<file path="config.mk">
export PLATFORM = sky130hd
export DESIGN_NAME = counter
export DESIGN_NICKNAME = d
export VERILOG_FILES = /design/src/rtl/counter.sv
export SDC_FILE = /design/constraint.sdc
export NUM_CORES = 1
export LEC_CHECK = 0
export ABC_AREA = 1
export BUFFER_PORTS_ARGS = -buffer_cell sky130_fd_sc_hd__buf_2
export CAP_MARGIN = 20
export CORE_ASPECT_RATIO = 1.1
export CORE_MARGIN = 10
export CORE_UTILIZATION = 31
export CTS_BUF_LIST = sky130_fd_sc_hd__clkbuf_4 sky130_fd_sc_hd__clkbuf_8
export DETAILED_ROUTE_END_ITERATION = 10
export HOLD_SLACK_MARGIN = 0.02
export SETUP_SLACK_MARGIN = 0.15
export SKIP_CTS_REPAIR_TIMING = 1
export SYNTH_ARGS = -nofsm -noshare
export SYNTH_HDL_FRONTEND = slang
export SYNTH_SLANG_ARGS = --single-unit
</file>
<file path="constraint.sdc">
create_clock -name clk -period 2 [get_ports clk]
set_input_delay 0.1 -clock clk [delete_from_list [all_inputs] [get_ports clk]]
set_output_delay 0.1 -clock clk [all_outputs]
set_load 0.02 [all_outputs]
</file>
<file path="src/rtl/counter.sv">
// PWM timebase: prescaled up/down counter wrapping at period, with tick and period_end pulses.
// Optional COUNTER_SHADOW_EN makes period/prescale take effect only at period boundaries.
module counter #(
    parameter int WIDTH     = 16,
    parameter int PRE_WIDTH = 8
) (
    input  logic                 clk,
    input  logic                 rst_n,
    input  logic [WIDTH-1:0]     period,
    input  logic                 en,
    input  logic                 count_reset,
    input  logic                 upnotdown,
    input  logic [PRE_WIDTH-1:0] prescale,
    output logic [WIDTH-1:0]     count_val,
    output logic                 tick,
    output logic                 period_end
);

    logic [WIDTH-1:0]     count_r;
    logic [WIDTH-1:0]     count_nxt_s;
    logic [PRE_WIDTH-1:0] pre_cnt_r;
    logic [PRE_WIDTH-1:0] pre_cnt_nxt_s;
    logic                 tick_r;
    logic                 tick_nxt_s;
    logic                 period_end_r;
    logic                 period_end_nxt_s;
    logic                 wrap_s;
    logic [WIDTH-1:0]     period_use_s;
    logic [PRE_WIDTH-1:0] prescale_use_s;

`ifdef COUNTER_SHADOW_EN
    logic [WIDTH-1:0]     period_sh_r;
    logic [PRE_WIDTH-1:0] prescale_sh_r;

    // Shadow capture: on every clear cycle and on the wrapping step
    always_ff @(posedge clk or negedge rst_n) begin
        if (!rst_n) begin
            period_sh_r   <= {WIDTH{1'b0}};
            prescale_sh_r <= {PRE_WIDTH{1'b0}};
        end else if (count_reset || wrap_s) begin
            period_sh_r   <= period;
            prescale_sh_r <= prescale;
        end else begin
            period_sh_r   <= period_sh_r;
            prescale_sh_r <= prescale_sh_r;
        end
    end

    assign period_use_s   = period_sh_r;
    assign prescale_use_s = prescale_sh_r;
`else
    assign period_use_s   = period;
    assign prescale_use_s = prescale;
`endif

    // Next-state: clear > hold > prescaled step with wrap at period
    always_comb begin
        count_nxt_s      = count_r;
        pre_cnt_nxt_s    = pre_cnt_r;
        tick_nxt_s       = 1'b0;
        period_end_nxt_s = 1'b0;
        wrap_s           = 1'b0;
        if (count_reset) begin
            pre_cnt_nxt_s = {PRE_WIDTH{1'b0}};
            // Down-count reload uses the live period: the shadow is being captured on this edge
            count_nxt_s   = upnotdown ? {WIDTH{1'b0}} : period;
        end else if (!en) begin
            count_nxt_s   = count_r;
        end else if (pre_cnt_r >= prescale_use_s) begin
            pre_cnt_nxt_s = {PRE_WIDTH{1'b0}};
            tick_nxt_s    = 1'b1;
            if (upnotdown) begin
                if (count_r >= period_use_s) begin
                    count_nxt_s      = {WIDTH{1'b0}};
                    period_end_nxt_s = 1'b1;
                    wrap_s           = 1'b1;
                end else begin
                    count_nxt_s = count_r + WIDTH'(1);
                end
            end else begin
                if ((count_r == {WIDTH{1'b0}}) || (count_r > period_use_s)) begin
                    count_nxt_s      = period_use_s;
                    period_end_nxt_s = 1'b1;
                    wrap_s           = 1'b1;
                end else begin
                    count_nxt_s = count_r - WIDTH'(1);
                end
            end
        end else begin
            pre_cnt_nxt_s = pre_cnt_r + PRE_WIDTH'(1);
        end
    end

    // State and registered output flops
    always_ff @(posedge clk or negedge rst_n) begin
        if (!rst_n) begin
            count_r      <= {WIDTH{1'b0}};
            pre_cnt_r    <= {PRE_WIDTH{1'b0}};
            tick_r       <= 1'b0;
            period_end_r <= 1'b0;
        end else begin
            count_r      <= count_nxt_s;
            pre_cnt_r    <= pre_cnt_nxt_s;
            tick_r       <= tick_nxt_s;
            period_end_r <= period_end_nxt_s;
        end
    end

    assign count_val  = count_r;
    assign tick       = tick_r;
    assign period_end = period_end_r;

endmodule

</file>
Yosys cells after proc, flatten, opt, wreduce, memory -nomap -nowiden. Index checks and enable logic that the tools add are counted.

Bits in registers: 26. Input bits: 29. Output and inout bits: 18. Logic and storage cells: 34.

$add $sub $neg: 3. Magnitude comparators: 3. Mux-type cells: 19. Reduce and logical (&&, ||, !) cells: 5.

Operators by type and width (number): two-way mux 16 bit (7); two-way mux 8 bit (3); adder 16 x 1 -> 16 bit, second input constant (1); greater-or-equal comparator 16 bit (1); greater-than comparator 16 bit (1); zero test 16 bit (1); subtractor 16 x 1 -> 16 bit, second input constant (1); two-way mux 1 bit (9); adder 8 x 1 -> 8 bit, second input constant (1); greater-or-equal comparator 8 bit (1); nonzero test 2 bit (2); AND reduction 2 bit (1); logical OR 1 bit (1).

Depth between registers and ports, before layout.
Depth in word-level cells: 7. Mapped depth: 19. Depth with buffers taken out: 19.

Worst setup path before layout. Ideal clock, no wire load.

Path kind: register -> register. Start point: register count_r[0] (netlist: count_val[0]). End point: register count_r[3] (netlist: count_val[3]). Library setup time: 0.122 ns. Data arrival time: 1.928 ns. Required time: 1.878 ns. Path slack: -0.050 ns. Stages on the path, launching flop included: 20. Clock period less this slack: 2.050 ns. Path through: dfrtp_1 inv_1 ha_1 inv_1 nand2_1 nand2_1 nand2_1 nand2_1 nand2_1 nand2_1 nand2_1 nand2_1 nand2_2 nand2_4 buf_6 a21oi_1 o21ai_1 nand2_1 nand2_1 nand2_1.

Word-level cells in the longest chain between the ends: 7.

Ends and longest elaborated chain: start: declaration (RTL line 19) `logic [WIDTH-1:0] count_r;`; start signal: assignment (RTL line 97) `count_r <= {WIDTH{1'b0}};`; start signal: assignment (RTL line 102) `count_r <= count_nxt_s;`; greater-than comparator 16 bit / zero test 16 bit (equally long branches) (RTL line 81) `if ((count_r == {WIDTH{1'b0}}) || (count_r > period_use_s)) begin`; logical OR 1 bit (RTL line 81); two-way mux 16 bit (RTL line 81); two-way mux 16 bit (*) (RTL line 72) `if (upnotdown) begin`; two-way mux 16 bit (*) (RTL line 69) `end else if (pre_cnt_r >= prescale_use_s) begin`; two-way mux 16 bit (*) (RTL line 67) `end else if (!en) begin`; two-way mux 16 bit (*) (RTL line 63) `if (count_reset) begin`.

Mark *: on every way between the ends. The rest lies on a longest branch, timed or not. The select of a mux whose other input is x is not followed. A chain may end at the register's enable or synchronous reset.

Worst setup path in the final report.
Start point: register count_r[1] (netlist: count_val[1]). End point: register count_r[6] (netlist: count_val[6]).

The elaborated chain is that of the path after synthesis.

==> flow_summary.toml <==
[floorplanning]
core_um2 = 8920
io_pins = 47
die_x_um = 111
rows = 36
floorplan.initialDensity_pct = 31.8
die-area_um2 = 13400
dieHeight_um = 120

[logic_synthesis]
synth.area.top_cells = "dfrtp_1 23%, nand2_1 15%, ha_1 12%"
yosysMostFrequentCell = "nand2_1"
yosysSeqAreaShare_pct = 22.9
syn-cell-area_um2 = 2840
synth_cell_types = 37
synth_top_area_share_pct = 22.9
async_flop_share_pct = 100
ys_warn_count = 0
syn_area_per_cell_um2 = 6.63
yosysTopAreaCell = "dfrtp_1"
ys.flop_type = "dfrtp_1"
synthCells = 428
synth_edf_count = 0
ys_ff_latch = 26
syn-num-nets = 485
ys_top_cells_by_count = "112 x nand2_1, 62 x inv_1, 40 x nand3_1"

[place]
placed_cells = 605
port_buffers = 46
preCtsSetupSlack_ns = -0.109
placed_cell_area_um2 = 3510
gp_congestion = 0.904
dpl.hpwl_um = 7150

[clocking]
clkTransAtPathRegs_ns = 0.12
cts_tree = "done"
clock_path_buffers = 2
clock_latency_ns = 0.30
cts_buffers = 3
htreeDepth = 1
root_buffer = "clkbuf_8"
clock_sinks = 26

[worst_setup_path]
cp_slowest_stage_delay_ns = 0.48
critPathTopFamily = "simple AND/OR/NAND/NOR gates"
worstPathArrival_ns = 2.23
crit_path_frequent_cell = "nand2_1"
cp_slowest_cell = "dfrtp_2"
start_kind = "register"
worstSetupEndpointType = "register"
crit_buf_inv = 1
critPathKind = "reg -> reg"
worstPathCellList = "ha_4 -> nand2_2 -> nand2_2 -> nand2_1 -> nand2_1 -> nand2_1 -> nand2_1 -> nand2_2 -> nand2_2 -> nand2_4 -> nand2_8 -> buf_6 -> nand2_1 -> nand3_2 -> nand2_1 -> nand2_1 -> a21oi_1"
critPathRequiredTime_ns = 2.22
crit_fanout = 7

[cells_and_area]
stdcell_area_um2 = 3820
fin_nets = 568
final_util_pct = 42.8
drive_gt1_share_pct = 32.0
area_delta_synth_final_pct = 34.5
n_antenna_cell = 0
finalNonFillerCells = 624

[routing]
num_vias = 3064
wl_met2_um = 4520
drt_pre_antenna_iters = 4
met1Wirelength_um = 4080
wl_um = 9250
drc_errors = 0
ant_nets = 0
route.met3.wl_um = 473
drt_iter0_markers = 276
via_per_inst = 4.91
top_layer = "met4"
wire_per_inst_um = 14.8

[power_and_ir_drop]
p_leak_nw = 1.93
power.density_nw_per_um2 = 543
irDropWorstVdd_v = 0.000290

[sta]
rsz0062_at_grt = "true"
final.setup.worst_slack_ns = -0.0103
hold_violations = 0
max_freq_mhz = 497
fin_crit_sh_pct = 101
skew_ns = 0.00775
post-route-min-period_ns = 2.01
slew_violations = 0
setup_viol = 3
worstMarginPinSlew_ns = 0.669
hold_ws_ns = 0.0192
slew_headroom_pct = 55.4

[global_route]
antenna_found_initial = 0
grt_pass1_wl_um = 15000
grt_overflow_total = 0
grt_pass1_vias = 3102
track_usage_pct = 13.2
grt_max_degree = 27

[worst_hold_path]
min_path_type = "in -> reg"

[outcome]
violations = "negative setup slack"
outcome = "finished with violations"

[run]
drv_cap = 0
## where the power goes
| group | total, W | internal, W | switching (W) |
|---|---|---|---|
| Combinational | 0.000977 | 0.000401 | 0.000576 |
| Clock | 0.000492 | 0.000269 | 0.000223 |
| Sequential | 0.000606 | 0.000569 | 0.0000365 |
| Total | 0.00207 | 0.00124 | 0.000835 |
## logic make-up after synthesis
family          share of synthesized area (%)
simple gates                             34.6
fa+ha+maj                                12.3
xor+xnor                                 6.48
flops                                    22.9
compound gates                           11.9
buf+inv                                  11.8
## through the flow
stage | TNS, ns | power [W]
final | -0.0222 | 0.00207
after detailed placement | -0.926 | 0.00150
after global placement | -0.0922 | 0.00149
after floorplan | 0 | 0.00121
after CTS | -1.36 | 0.00199
after global routing | -2.39 | 0.00222
## cells in the final DEF (no fill, tap or decap), types with 7 or more instances in the layout
cell,instances
inv_1,60
nand2_2,9
ha_1,17
xnor2_1,7
o21ai_1,14
xor2_1,14
a21oi_1,19
buf_4,40
dfrtp_1,12
buf_2,46
dfrtp_2,14
nand3_2,8
nor2_1,34
nand3_1,34
nand2_1,103
a22oi_1,7
ha_4,11
## per-layer routing
metal  vias to the layer above  GRT usage, %
met2                        84          24.3
met1                      1411          16.0
li1                       1552             -
met3                        17          1.63
met5                         -             0
met4                         0          3.05
## layout make-up
| class | instances | area [µm²] |
|---|---|---|
| clock buffers | 3 | 41.3 |
| clock inverters | 1 | 30.0 |
| fillers | 926 | 5100 |
| inverters | 68 | 263 |
| multi-input cells | 322 | 2100 |
| flip-flops and latches | 26 | 668 |
| well taps | 114 | 143 |
| repair buffers | 90 | 574 |
## final timing paths
kind / from / to / slack (ns) / cells past startpoint
max in group asynchronous: rst_n / count_val[11] / 1.16 / 2
worst min register to register: pre_cnt_r[5] / pre_cnt_r[5] / 0.59 / 2
worst min-delay path: count_reset / period_end / 0.02 / 2
min in group asynchronous: rst_n / count_val[14] / 0.36 / 2
worst max register to register: count_val[1] / count_val[6] / -0.01 / 17
worst max-delay path: count_val[1] / count_val[6] / -0.01 / 17
## state kept, by name, summed over array words and instances (netlist names)
signal	cells
tick	1
pre_cnt_r	8
count_val	16
period_end	1
## worst reg2reg max path, stage by stage, from the launching register on
cell     delay, ns
dfrtp_2       0.48
ha_4          0.27
nand2_2       0.07
nand2_2       0.04
nand2_1       0.05
nand2_1       0.06
nand2_1       0.06
nand2_1       0.06
nand2_2       0.08
nand2_2       0.06
nand2_4       0.10
nand2_8       0.08
buf_6         0.14
nand2_1       0.07
nand3_2       0.06
nand2_1       0.09
nand2_1       0.05
a21oi_1       0.12
No activity file was read; power rests on OpenSTA's default activity.
